<file path="src/rtl/id_decode_stage_pkg.sv">
// Shared decode encodings for the RV32I/M ID stage: control codes, opcodes and the
// control bundle carried from the combinational decoder into the ID/EX register.
package id_decode_stage_pkg;

    localparam int ALUW_DEF = 5;

    localparam logic [6:0] OP_LUI    = 7'b0110111;
    localparam logic [6:0] OP_AUIPC  = 7'b0010111;
    localparam logic [6:0] OP_JAL    = 7'b1101111;
    localparam logic [6:0] OP_JALR   = 7'b1100111;
    localparam logic [6:0] OP_BRANCH = 7'b1100011;
    localparam logic [6:0] OP_LOAD   = 7'b0000011;
    localparam logic [6:0] OP_STORE  = 7'b0100011;
    localparam logic [6:0] OP_IMM    = 7'b0010011;
    localparam logic [6:0] OP_REG    = 7'b0110011;

    localparam logic [6:0] FN7_BASE   = 7'b0000000;
    localparam logic [6:0] FN7_ALT    = 7'b0100000;
    localparam logic [6:0] FN7_MULDIV = 7'b0000001;

    localparam logic [1:0] SRC2_REG   = 2'd0;
    localparam logic [1:0] SRC2_SHAMT = 2'd1;
    localparam logic [1:0] SRC2_IMM   = 2'd2;

    typedef enum logic [2:0] {NOREGWRITE, LB, LH, LW, LBU, LHU} regwrite_t;
    typedef enum logic [2:0] {NOBRANCH, BEQ, BNE, BLT, BLTU, BGE, BGEU} branch_t;
    typedef enum logic [2:0] {RTYPE, ITYPE, STYPE, BTYPE, UTYPE, JTYPE} imm_t;

    typedef enum logic [ALUW_DEF-1:0] {
        ALU_SLL, ALU_SRL, ALU_SRA, ALU_ADD, ALU_SUB, ALU_XOR, ALU_OR, ALU_AND,
        ALU_SLT, ALU_SLTU, ALU_LUI,
        ALU_MUL, ALU_MULH, ALU_MULHSU, ALU_MULHU,
        ALU_DIV, ALU_DIVU, ALU_REM, ALU_REMU
    } alu_t;

    typedef struct packed {
        logic       jal;
        logic       jalr;
        logic       mem_to_reg;
        logic       load_npc;
        logic       alu_src1;
        regwrite_t  reg_write;
        logic [3:0] mem_write;
        logic [1:0] reg_read;
        branch_t    branch_type;
        alu_t       alu_ctrl;
        logic [1:0] alu_src2;
        imm_t       imm_type;
        logic       is_muldiv;
        logic       is_div;
        logic       illegal;
    } ctrl_t;

endpackage

</file>
<file path="src/rtl/id_decode_stage_if.sv">
// IF/ID-side inputs and ID/EX-side control outputs of the decode stage.
interface id_decode_stage_if #(parameter int ALUW = 5);

    logic [31:0]     instr_i;
    logic [31:0]     pc_i;
    logic            in_valid_i;
    logic            in_ready_o;
    logic            flush_i;
    logic            out_ready_i;
    logic            out_valid_o;
    logic            jal_o;
    logic            jalr_o;
    logic            mem_to_reg_o;
    logic            load_npc_o;
    logic            alu_src1_o;
    logic [2:0]      reg_write_o;
    logic [3:0]      mem_write_o;
    logic [1:0]      reg_read_o;
    logic [2:0]      branch_type_o;
    logic [ALUW-1:0] alu_ctrl_o;
    logic [1:0]      alu_src2_o;
    logic [2:0]      imm_type_o;
    logic            is_muldiv_o;
    logic [31:0]     pc_o;
    logic            illegal_o;
    logic            illegal_sticky_o;
    logic [31:0]     illegal_pc_o;
    logic            illegal_clr_i;
    logic            muldiv_busy_o;

    modport master (
        output instr_i, pc_i, in_valid_i, flush_i, out_ready_i, illegal_clr_i,
        input  in_ready_o, out_valid_o, jal_o, jalr_o, mem_to_reg_o, load_npc_o,
               alu_src1_o, reg_write_o, mem_write_o, reg_read_o, branch_type_o,
               alu_ctrl_o, alu_src2_o, imm_type_o, is_muldiv_o, pc_o, illegal_o,
               illegal_sticky_o, illegal_pc_o, muldiv_busy_o
    );

    modport slave (
        input  instr_i, pc_i, in_valid_i, flush_i, out_ready_i, illegal_clr_i,
        output in_ready_o, out_valid_o, jal_o, jalr_o, mem_to_reg_o, load_npc_o,
               alu_src1_o, reg_write_o, mem_write_o, reg_read_o, branch_type_o,
               alu_ctrl_o, alu_src2_o, imm_type_o, is_muldiv_o, pc_o, illegal_o,
               illegal_sticky_o, illegal_pc_o, muldiv_busy_o
    );

endinterface

</file>
<file path="src/rtl/id_decode_stage_comb.sv">
// Pure combinational RV32I/M decoder; illegal encodings collapse to a NOP bundle
// with only the illegal bit set.
module id_decode_comb
    import id_decode_stage_pkg::*;
#(
    parameter bit ENABLE_M = 1'b1
) (
    input  logic [6:0] opcode_i,
    input  logic [2:0] fn3_i,
    input  logic [6:0] fn7_i,
    output ctrl_t      ctrl_o
);

    ctrl_t dec;
    logic  bad;

    always_comb begin
        dec = '0;
        bad = 1'b0;
        case (opcode_i)
            OP_LUI: begin
                dec.reg_write = LW;
                dec.alu_ctrl  = ALU_LUI;
                dec.alu_src2  = SRC2_IMM;
                dec.imm_type  = UTYPE;
            end
            OP_AUIPC: begin
                dec.reg_write = LW;
                dec.alu_ctrl  = ALU_ADD;
                dec.alu_src1  = 1'b1;
                dec.alu_src2  = SRC2_IMM;
                dec.imm_type  = UTYPE;
            end
            OP_JAL: begin
                dec.jal       = 1'b1;
                dec.load_npc  = 1'b1;
                dec.reg_write = LW;
                dec.alu_ctrl  = ALU_ADD;
                dec.alu_src1  = 1'b1;
                dec.alu_src2  = SRC2_IMM;
                dec.imm_type  = JTYPE;
            end
            OP_JALR: begin
                dec.jalr      = 1'b1;
                dec.load_npc  = 1'b1;
                dec.reg_write = LW;
                dec.reg_read  = 2'b10;
                dec.alu_ctrl  = ALU_ADD;
                dec.alu_src2  = SRC2_IMM;
                dec.imm_type  = ITYPE;
                bad           = (fn3_i != 3'b000);
            end
            OP_BRANCH: begin
                dec.reg_read = 2'b11;
                dec.alu_ctrl = ALU_ADD;
                dec.imm_type = BTYPE;
                case (fn3_i)
                    3'b000:  dec.branch_type = BEQ;
                    3'b001:  dec.branch_type = BNE;
                    3'b100:  dec.branch_type = BLT;
                    3'b101:  dec.branch_type = BGE;
                    3'b110:  dec.branch_type = BLTU;
                    3'b111:  dec.branch_type = BGEU;
                    default: bad = 1'b1;
                endcase
            end
            OP_LOAD: begin
                dec.mem_to_reg = 1'b1;
                dec.reg_read   = 2'b10;
                dec.alu_ctrl   = ALU_ADD;
                dec.alu_src2   = SRC2_IMM;
                dec.imm_type   = ITYPE;
                case (fn3_i)
                    3'b000:  dec.reg_write = LB;
                    3'b001:  dec.reg_write = LH;
                    3'b010:  dec.reg_write = LW;
                    3'b100:  dec.reg_write = LBU;
                    3'b101:  dec.reg_write = LHU;
                    default: bad = 1'b1;
                endcase
            end
            OP_STORE: begin
                dec.reg_read = 2'b11;
                dec.alu_ctrl = ALU_ADD;
                dec.alu_src2 = SRC2_IMM;
                dec.imm_type = STYPE;
                case (fn3_i)
                    3'b000:  dec.mem_write = 4'b0001;
                    3'b001:  dec.mem_write = 4'b0011;
                    3'b010:  dec.mem_write = 4'b1111;
                    default: bad = 1'b1;
                endcase
            end
            OP_IMM: begin
                dec.reg_write = LW;
                dec.reg_read  = 2'b10;
                dec.alu_src2  = SRC2_IMM;
                dec.imm_type  = ITYPE;
                case (fn3_i)
                    3'b000: dec.alu_ctrl = ALU_ADD;
                    3'b010: dec.alu_ctrl = ALU_SLT;
                    3'b011: dec.alu_ctrl = ALU_SLTU;
                    3'b100: dec.alu_ctrl = ALU_XOR;
                    3'b110: dec.alu_ctrl = ALU_OR;
                    3'b001: begin
                        dec.alu_ctrl = ALU_SLL;
                        dec.alu_src2 = SRC2_SHAMT;
                        bad          = (fn7_i != FN7_BASE);
                    end
                    3'b101: begin
                        dec.alu_ctrl = (fn7_i == FN7_ALT) ? ALU_SRA : ALU_SRL;
                        dec.alu_src2 = SRC2_SHAMT;
                        bad          = (fn7_i != FN7_BASE) && (fn7_i != FN7_ALT);
                    end
                    default: dec.alu_ctrl = ALU_AND;
                endcase
            end
            OP_REG: begin
                dec.reg_write = LW;
                dec.reg_read  = 2'b11;
                dec.alu_src2  = SRC2_REG;
                dec.imm_type  = RTYPE;
                if (fn7_i == FN7_BASE) begin
                    case (fn3_i)
                        3'b000:  dec.alu_ctrl = ALU_ADD;
                        3'b001:  dec.alu_ctrl = ALU_SLL;
                        3'b010:  dec.alu_ctrl = ALU_SLT;
                        3'b011:  dec.alu_ctrl = ALU_SLTU;
                        3'b100:  dec.alu_ctrl = ALU_XOR;
                        3'b101:  dec.alu_ctrl = ALU_SRL;
                        3'b110:  dec.alu_ctrl = ALU_OR;
                        default: dec.alu_ctrl = ALU_AND;
                    endcase
                end else if (fn7_i == FN7_ALT) begin
                    case (fn3_i)
                        3'b000:  dec.alu_ctrl = ALU_SUB;
                        3'b101:  dec.alu_ctrl = ALU_SRA;
                        default: bad = 1'b1;
                    endcase
                end else if (ENABLE_M && (fn7_i == FN7_MULDIV)) begin
                    dec.is_muldiv = 1'b1;
                    dec.is_div    = fn3_i[2];
                    case (fn3_i)
                        3'b000:  dec.alu_ctrl = ALU_MUL;
                        3'b001:  dec.alu_ctrl = ALU_MULH;
                        3'b010:  dec.alu_ctrl = ALU_MULHSU;
                        3'b011:  dec.alu_ctrl = ALU_MULHU;
                        3'b100:  dec.alu_ctrl = ALU_DIV;
                        3'b101:  dec.alu_ctrl = ALU_DIVU;
                        3'b110:  dec.alu_ctrl = ALU_REM;
                        default: dec.alu_ctrl = ALU_REMU;
                    endcase
                end else begin
                    bad = 1'b1;
                end
            end
            default: bad = 1'b1;
        endcase

        if (bad) begin
            ctrl_o         = '0;
            ctrl_o.illegal = 1'b1;
        end else begin
            ctrl_o = dec;
        end
    end

endmodule

</file>
<file path="src/rtl/id_decode_stage.sv">
// Registered ID stage: ID/EX control register behind valid/ready, MUL/DIV issue
// sequencer holding off new instructions while EX is occupied, sticky illegal trap.
//   state     | meaning
//   S_IDLE    | accepting instructions normally
//   S_MD_WAIT | M op issued to EX; counting down its remaining occupancy
module id_decode_stage
    import id_decode_stage_pkg::*;
#(
    parameter bit          ENABLE_M = 1'b1,
    parameter int unsigned MUL_LAT  = 2,
    parameter int unsigned DIV_LAT  = 33,
    parameter int          ALUW     = ALUW_DEF
) (
    input  logic clk,
    input  logic rst_n,
    id_decode_stage_if.slave bus
);

    localparam logic [0:0] S_IDLE    = 1'b0;
    localparam logic [0:0] S_MD_WAIT = 1'b1;

    localparam logic [7:0] MUL_CNT = 8'(MUL_LAT - 1);
    localparam logic [7:0] DIV_CNT = 8'(DIV_LAT - 1);

    ctrl_t       dec;
    ctrl_t       bundle_q, bundle_d;
    logic [31:0] pc_q, pc_d;
    logic        valid_q, valid_d;
    logic [0:0]  state_q, state_d;
    logic [7:0]  cnt_q, cnt_d;
    logic        sticky_q, sticky_d;
    logic [31:0] ill_pc_q, ill_pc_d;

    logic        in_ready;
    logic        load;
    logic        md_go;
    logic [7:0]  md_cnt;
    logic        unused_instr;

    id_decode_comb #(.ENABLE_M(ENABLE_M)) u_dec (
        .opcode_i (bus.instr_i[6:0]),
        .fn3_i    (bus.instr_i[14:12]),
        .fn7_i    (bus.instr_i[31:25]),
        .ctrl_o   (dec)
    );

    assign unused_instr = ^{bus.instr_i[24:15], bus.instr_i[11:7]};

    // A held M op must reach EX and start its wait before anything new is taken.
    assign in_ready = (state_q == S_IDLE) &
                      (~valid_q | (bus.out_ready_i & ~bundle_q.is_muldiv));
    assign load     = bus.in_valid_i & in_ready & ~bus.flush_i;
    assign md_go    = valid_q & bus.out_ready_i & bundle_q.is_muldiv;
    assign md_cnt   = bundle_q.is_div ? DIV_CNT : MUL_CNT;

    always_comb begin
        bundle_d = bundle_q;
        pc_d     = pc_q;
        valid_d  = valid_q;
        state_d  = state_q;
        cnt_d    = cnt_q;
        if (bus.flush_i) begin
            valid_d = 1'b0;
            state_d = S_IDLE;
            cnt_d   = '0;
        end else begin
            if (load) begin
                bundle_d = dec;
                pc_d     = bus.pc_i;
                valid_d  = 1'b1;
            end else if (valid_q & bus.out_ready_i) begin
                valid_d = 1'b0;
            end

            if (state_q == S_IDLE) begin
                if (md_go && (md_cnt != 8'd0)) begin
                    state_d = S_MD_WAIT;
                    cnt_d   = md_cnt;
                end
            end else begin
                if (cnt_q == 8'd1) begin
                    state_d = S_IDLE;
                    cnt_d   = '0;
                end else begin
                    cnt_d = cnt_q - 8'd1;
                end
            end
        end
    end

    // A new illegal in the same cycle as a clear re-arms the trap with the new PC.
    always_comb begin
        sticky_d = sticky_q;
        ill_pc_d = ill_pc_q;
        if (load && dec.illegal && (~sticky_q || bus.illegal_clr_i)) begin
            sticky_d = 1'b1;
            ill_pc_d = bus.pc_i;
        end else if (bus.illegal_clr_i) begin
            sticky_d = 1'b0;
            ill_pc_d = '0;
        end
    end

    always_ff @(posedge clk or negedge rst_n) begin
        if (!rst_n) begin
            bundle_q <= '0;
            pc_q     <= '0;
            valid_q  <= 1'b0;
            state_q  <= S_IDLE;
            cnt_q    <= '0;
            sticky_q <= 1'b0;
            ill_pc_q <= '0;
        end else begin
            bundle_q <= bundle_d;
            pc_q     <= pc_d;
            valid_q  <= valid_d;
            state_q  <= state_d;
            cnt_q    <= cnt_d;
            sticky_q <= sticky_d;
            ill_pc_q <= ill_pc_d;
        end
    end

    assign bus.in_ready_o       = in_ready;
    assign bus.out_valid_o      = valid_q;
    assign bus.jal_o            = bundle_q.jal;
    assign bus.jalr_o           = bundle_q.jalr;
    assign bus.mem_to_reg_o     = bundle_q.mem_to_reg;
    assign bus.load_npc_o       = bundle_q.load_npc;
    assign bus.alu_src1_o       = bundle_q.alu_src1;
    assign bus.reg_write_o      = bundle_q.reg_write;
    assign bus.mem_write_o      = bundle_q.mem_write;
    assign bus.reg_read_o       = bundle_q.reg_read;
    assign bus.branch_type_o    = bundle_q.branch_type;
    assign bus.alu_ctrl_o       = ALUW'(bundle_q.alu_ctrl);
    assign bus.alu_src2_o       = bundle_q.alu_src2;
    assign bus.imm_type_o       = bundle_q.imm_type;
    assign bus.is_muldiv_o      = bundle_q.is_muldiv;
    assign bus.pc_o             = pc_q;
    assign bus.illegal_o        = bundle_q.illegal;
    assign bus.illegal_sticky_o = sticky_q;
    assign bus.illegal_pc_o     = ill_pc_q;
    assign bus.muldiv_busy_o    = (state_q == S_MD_WAIT);

endmodule

</file>
<file path="src/flat_wrapper.sv">
// flat-port wrapper written by rule: the top's interface ports become plain ports
module id_decode_stage_flat import id_decode_stage_pkg::*;
#(
    parameter bit          ENABLE_M = 1'b1,
    parameter int unsigned MUL_LAT  = 2,
    parameter int unsigned DIV_LAT  = 33,
    parameter int          ALUW     = ALUW_DEF
)
  (clk, rst_n, bus_instr_i, bus_pc_i, bus_in_valid_i, bus_flush_i, bus_out_ready_i, bus_illegal_clr_i, bus_in_ready_o, bus_out_valid_o, bus_jal_o, bus_jalr_o, bus_mem_to_reg_o, bus_load_npc_o, bus_alu_src1_o, bus_reg_write_o, bus_mem_write_o, bus_reg_read_o, bus_branch_type_o, bus_alu_ctrl_o, bus_alu_src2_o, bus_imm_type_o, bus_is_muldiv_o, bus_pc_o, bus_illegal_o, bus_illegal_sticky_o, bus_illegal_pc_o, bus_muldiv_busy_o);
  id_decode_stage_if #(.ALUW(ALUW)) bus_i ();
  input  logic clk;
  input  logic rst_n;
  input wire logic [$bits(bus_i.instr_i)-1:0] bus_instr_i;
  input wire logic [$bits(bus_i.pc_i)-1:0] bus_pc_i;
  input wire logic [$bits(bus_i.in_valid_i)-1:0] bus_in_valid_i;
  input wire logic [$bits(bus_i.flush_i)-1:0] bus_flush_i;
  input wire logic [$bits(bus_i.out_ready_i)-1:0] bus_out_ready_i;
  input wire logic [$bits(bus_i.illegal_clr_i)-1:0] bus_illegal_clr_i;
  output wire logic [$bits(bus_i.in_ready_o)-1:0] bus_in_ready_o;
  output wire logic [$bits(bus_i.out_valid_o)-1:0] bus_out_valid_o;
  output wire logic [$bits(bus_i.jal_o)-1:0] bus_jal_o;
  output wire logic [$bits(bus_i.jalr_o)-1:0] bus_jalr_o;
  output wire logic [$bits(bus_i.mem_to_reg_o)-1:0] bus_mem_to_reg_o;
  output wire logic [$bits(bus_i.load_npc_o)-1:0] bus_load_npc_o;
  output wire logic [$bits(bus_i.alu_src1_o)-1:0] bus_alu_src1_o;
  output wire logic [$bits(bus_i.reg_write_o)-1:0] bus_reg_write_o;
  output wire logic [$bits(bus_i.mem_write_o)-1:0] bus_mem_write_o;
  output wire logic [$bits(bus_i.reg_read_o)-1:0] bus_reg_read_o;
  output wire logic [$bits(bus_i.branch_type_o)-1:0] bus_branch_type_o;
  output wire logic [$bits(bus_i.alu_ctrl_o)-1:0] bus_alu_ctrl_o;
  output wire logic [$bits(bus_i.alu_src2_o)-1:0] bus_alu_src2_o;
  output wire logic [$bits(bus_i.imm_type_o)-1:0] bus_imm_type_o;
  output wire logic [$bits(bus_i.is_muldiv_o)-1:0] bus_is_muldiv_o;
  output wire logic [$bits(bus_i.pc_o)-1:0] bus_pc_o;
  output wire logic [$bits(bus_i.illegal_o)-1:0] bus_illegal_o;
  output wire logic [$bits(bus_i.illegal_sticky_o)-1:0] bus_illegal_sticky_o;
  output wire logic [$bits(bus_i.illegal_pc_o)-1:0] bus_illegal_pc_o;
  output wire logic [$bits(bus_i.muldiv_busy_o)-1:0] bus_muldiv_busy_o;
  assign bus_i.instr_i = bus_instr_i;
  assign bus_i.pc_i = bus_pc_i;
  assign bus_i.in_valid_i = bus_in_valid_i;
  assign bus_i.flush_i = bus_flush_i;
  assign bus_i.out_ready_i = bus_out_ready_i;
  assign bus_i.illegal_clr_i = bus_illegal_clr_i;
  assign bus_in_ready_o = bus_i.in_ready_o;
  assign bus_out_valid_o = bus_i.out_valid_o;
  assign bus_jal_o = bus_i.jal_o;
  assign bus_jalr_o = bus_i.jalr_o;
  assign bus_mem_to_reg_o = bus_i.mem_to_reg_o;
  assign bus_load_npc_o = bus_i.load_npc_o;
  assign bus_alu_src1_o = bus_i.alu_src1_o;
  assign bus_reg_write_o = bus_i.reg_write_o;
  assign bus_mem_write_o = bus_i.mem_write_o;
  assign bus_reg_read_o = bus_i.reg_read_o;
  assign bus_branch_type_o = bus_i.branch_type_o;
  assign bus_alu_ctrl_o = bus_i.alu_ctrl_o;
  assign bus_alu_src2_o = bus_i.alu_src2_o;
  assign bus_imm_type_o = bus_i.imm_type_o;
  assign bus_is_muldiv_o = bus_i.is_muldiv_o;
  assign bus_pc_o = bus_i.pc_o;
  assign bus_illegal_o = bus_i.illegal_o;
  assign bus_illegal_sticky_o = bus_i.illegal_sticky_o;
  assign bus_illegal_pc_o = bus_i.illegal_pc_o;
  assign bus_muldiv_busy_o = bus_i.muldiv_busy_o;
  id_decode_stage #(.ENABLE_M(ENABLE_M), .MUL_LAT(MUL_LAT), .DIV_LAT(DIV_LAT), .ALUW(ALUW)) u_core (.clk(clk), .rst_n(rst_n), .bus(bus_i));
endmodule
</file>
<file path="config.mk">
export PLATFORM = sky130hd
export DESIGN_NAME = id_decode_stage_flat
export DESIGN_NICKNAME = d
export VERILOG_FILES = /design/src/rtl/id_decode_stage_pkg.sv /design/src/rtl/id_decode_stage_if.sv /design/src/rtl/id_decode_stage_comb.sv /design/src/rtl/id_decode_stage.sv /design/src/flat_wrapper.sv
export SDC_FILE = /design/constraint.sdc
export NUM_CORES = 1
export LEC_CHECK = 0
export BUFFER_PORTS_ARGS = -buffer_cell sky130_fd_sc_hd__buf_2
export CAP_MARGIN = 15
export CORE_MARGIN = 2
export CORE_UTILIZATION = 51
export DETAILED_ROUTE_END_ITERATION = 6
export PLACE_DENSITY = 0.79
export SLEW_MARGIN = 10
export SYNTH_ARGS = -nofsm -noshare
export SYNTH_HDL_FRONTEND = slang
export SYNTH_SLANG_ARGS = --single-unit
</file>
<file path="constraint.sdc">
create_clock -name clk -period 2.7 [get_ports clk]
set_input_delay 0.135 -clock clk [delete_from_list [all_inputs] [get_ports clk]]
set_output_delay 0.135 -clock clk [all_outputs]
set_load 0.005 [all_outputs]
</file>
==> results_dict.tcl <==
set metrics [dict create \
    drcViolationCount 0 \
    core-area_mm2 0.00933 \
    worst_setup_path_end_kind "register" \
    fin_crit_sh_pct 79.8 \
    drt_iter0_markers 290 \
    ys_warn_count 0 \
    status "finished, final reports clean" \
    wirelength_um 13100 \
    critPathLaunchType "register" \
    cts_buffers 9 \
    hpwlAfterDp_um 9000 \
    fin_area_mm2 0.00619 \
    finalHoldViolCount 0 \
    root_buffer "clkbuf_8" \
    fmax_mhz 464 \
    grt_start_max_net_pins 67 \
    async_flop_share_pct 100 \
    final_nets 757 \
    ys.flop_type "dfrtp_1" \
    max_slew.worst_pin.slew_ns 0.581 \
    fin_skew_ns 0.0133 \
    grt_pass1_vias 4217 \
    cp_data_arrival_time_ns 2.42 \
    cts_tree "done" \
    final_cell_mix "buf_2 (150), nand2_1 (148), dfrtp_1 (104), a22o_1 (34), dlygate4sd3_1 (33)" \
    slew_violations 0 \
    num_vias 4468 \
    die_h_um 102 \
    fin_setup_tns_ns 0 \
    io_buffer_count 151 \
    cp_max_fo 7 \
    vdd_drop_max_mv 0.262 \
    leakage_nw 3.16 \
    grt_pass1_wl_um 20800 \
    netlist_area_mm2 0.00493 \
    cp.required_ns 2.96 \
    drive_gt1_share_pct 27.4 \
    maxCapViolations 0 \
    drtPass1Iterations 5 \
    relSlewSlack_pct 60.9 \
    io_pins 167 \
    synthCells 534 \
    die_area_mm2 0.0105 \
    antenna_found_initial 0 \
    initial_core_util_pct 52.9 \
    period_needed_ns 2.16 \
    synth_edf_count 0 \
    area_growth_pct 25.4 \
    rsz0062_at_grt "false" \
    total_power_w 0.00324 \
    ys_seq_area_share_pct 52.7 \
    gr-usage-all-layers_pct 25.4 \
    layout_commonest_cell "buf_2" \
    drtAntennaViolNets 0 \
    path_class "register to register" \
    cts_setup_buffers 0 \
    cts_sinks 104 \
    p_per_area_mw_per_mm2 524 \
    finalSetupViolCount 0 \
    cts-htree-levels 3 \
    hp-class "input port to register" \
    cts_max_path_buffers 2 \
    synth.avg_cell_area_um2 9.24 \
    placed_cell_area_mm2 0.00567 \
    place.gp.congestion 0.887 \
    die_x_um 102 \
    viasPerCell 5.45 \
    wl_per_cell_um 16.0 \
    fp-row-count 35 \
    clk_pin_slew_ns 0.11 \
    overflow 0 \
    clock_latency_ns 0.37 \
    synth_seq_cells 104 \
    synth_fp_nets 606 \
    yosysUniqueCellTypes 51 \
]
==> power by group <==
| part | internal (W) | switching [W] |
|---|---|---|
| Sequential | 0.00168 | 0.0000672 |
| Combinational | 0.000253 | 0.000309 |
| Clock | 0.000356 | 0.000581 |
| Total | 0.00229 | 0.000956 |
==> repair_timing <==
item                       in CTS  in global routing
resized for setup               0                  0
hold endpoints to repair       98                  0
hold buffers                   33                  0
setup endpoints to repair       0                  0
==> critical path: stages, from the launching register on <==
cell and delay (ns):
dfrtp_1 0.46, or4_1 0.59, o41ai_2 0.43, or2_2 0.25
a31oi_1 0.06, o21ai_0 0.16, o31ai_1 0.09
==> state kept, by name, summed over array words and instances (netlist names), 2 cells and up <==
signal and count:
u_core.bus.illegal_pc_o 32, u_core.bus.pc_o 32, u_core.cnt_q 8, u_core.bus.alu_ctrl_o 5, u_core.bus.branch_type_o 3, u_core.bus.imm_type_o 3, u_core.bus.mem_write_o 3, u_core.bus.reg_write_o 3
u_core.bus.alu_src2_o 2, u_core.bus.reg_read_o 2
==> through the flow <==
step	instances	hold slack [ns]	util [%]	setup slack [ns]
6_report	820	0.0330	66.3	0.544
5_1_grt	819	0.0311	66.3	0.388
4_1_cts	819	0.00952	66.3	0.563
3_5_place_dp	770	0.148	60.7	0.254
3_3_place_gp	770	0.134	60.7	0.321
2_1_floorplan	534	-0.161	-	0.637
==> worst paths after layout <==
path | slack [ns] | to | cells past startpoint | from
worst min register to register | 0.47 | u_core.bus.mem_write_o[1]$_DFFE_PN0P_ | 2 | u_core.bus.mem_write_o[1]$_DFFE_PN0P_
worst max register to register | 0.54 | u_core.cnt_q[5]$_DFFE_PN0P_ | 6 | u_core.cnt_q[2]$_DFFE_PN0P_
max in group asynchronous | 1.71 | u_core.bus.pc_o[3]$_DFFE_PN0P_ | 3 | rst_n
worst min-delay path | 0.03 | u_core.bus.muldiv_busy_o$_DFF_PN0_ | 2 | bus_flush_i
worst max-delay path | 0.54 | u_core.cnt_q[5]$_DFFE_PN0P_ | 6 | u_core.cnt_q[2]$_DFFE_PN0P_
min in group asynchronous | 0.27 | u_core.cnt_q[2]$_DFFE_PN0P_ | 2 | rst_n
==> cell usage after synthesis, types with 3 or more instances <==
cell,n,area share (%)
nor2_1,28,2.1
clkbuf_1,28,2.1
nand2b_1,7,0.89
a22o_1,34,6.0
nor3b_1,3,0.46
nor3_1,8,0.81
and2_1,3,0.38
and3_1,3,0.38
o31ai_1,11,1.7
o21ai_0,29,2.9
dfrtp_1,104,53
nor2b_1,9,1.1
buf_6,3,0.68
a31oi_1,8,1.0
nand3_1,11,1.1
nand2_1,148,11
inv_1,6,0.46
nor4_1,4,0.51
buf_4,22,3.3
o41ai_1,3,0.53
buf_2,3,0.30
a21oi_1,16,1.6
or2_2,3,0.38
or4_1,3,0.46
==> metal layers <==
| layer | global-route usage, % | vias up | routed length, um |
|---|---|---|---|
| met5 | 0 | - | 0 |
| met4 | 10.4 | 0 | 335 |
| met3 | 3.35 | 28 | 845 |
| met2 | 41.1 | 192 | 6550 |
| met1 | 34.8 | 2124 | 5400 |
| li1 | - | 2124 | - |
==> cells by family (layout without fill, tap and decap cells) <==
| family | Yosys count | count (layout) | share of synthesized area [%] |
|---|---|---|---|
| AND/OR/NAND/NOR | 242 | 242 | 21.9 |
| XOR/XNOR | 3 | 3 | 0.533 |
| other | 0 | 1 | 0 |
| flip-flops | 104 | 104 | 52.7 |
| adder cells (fa/ha/maj) | 2 | 2 | 0.507 |
| buffers and inverters | 63 | 219 | 7.00 |
| AO/OA/AOI/OAI | 120 | 120 | 17.3 |
==> layout make-up <==
| cell class | count | area, um2 |
|---|---|---|
| fill | 767 | 3140 |
| clock inverter | 7 | 66.3 |
| antenna | 1 | 2.50 |
| tap | 129 | 161 |
| timing repair buffer | 197 | 1210 |
| multi-input combinational | 367 | 2000 |
| inverter | 6 | 22.5 |
| clock buffer | 9 | 124 |
| sequential | 104 | 2600 |
No activity file was read; power rests on OpenSTA's default activity.
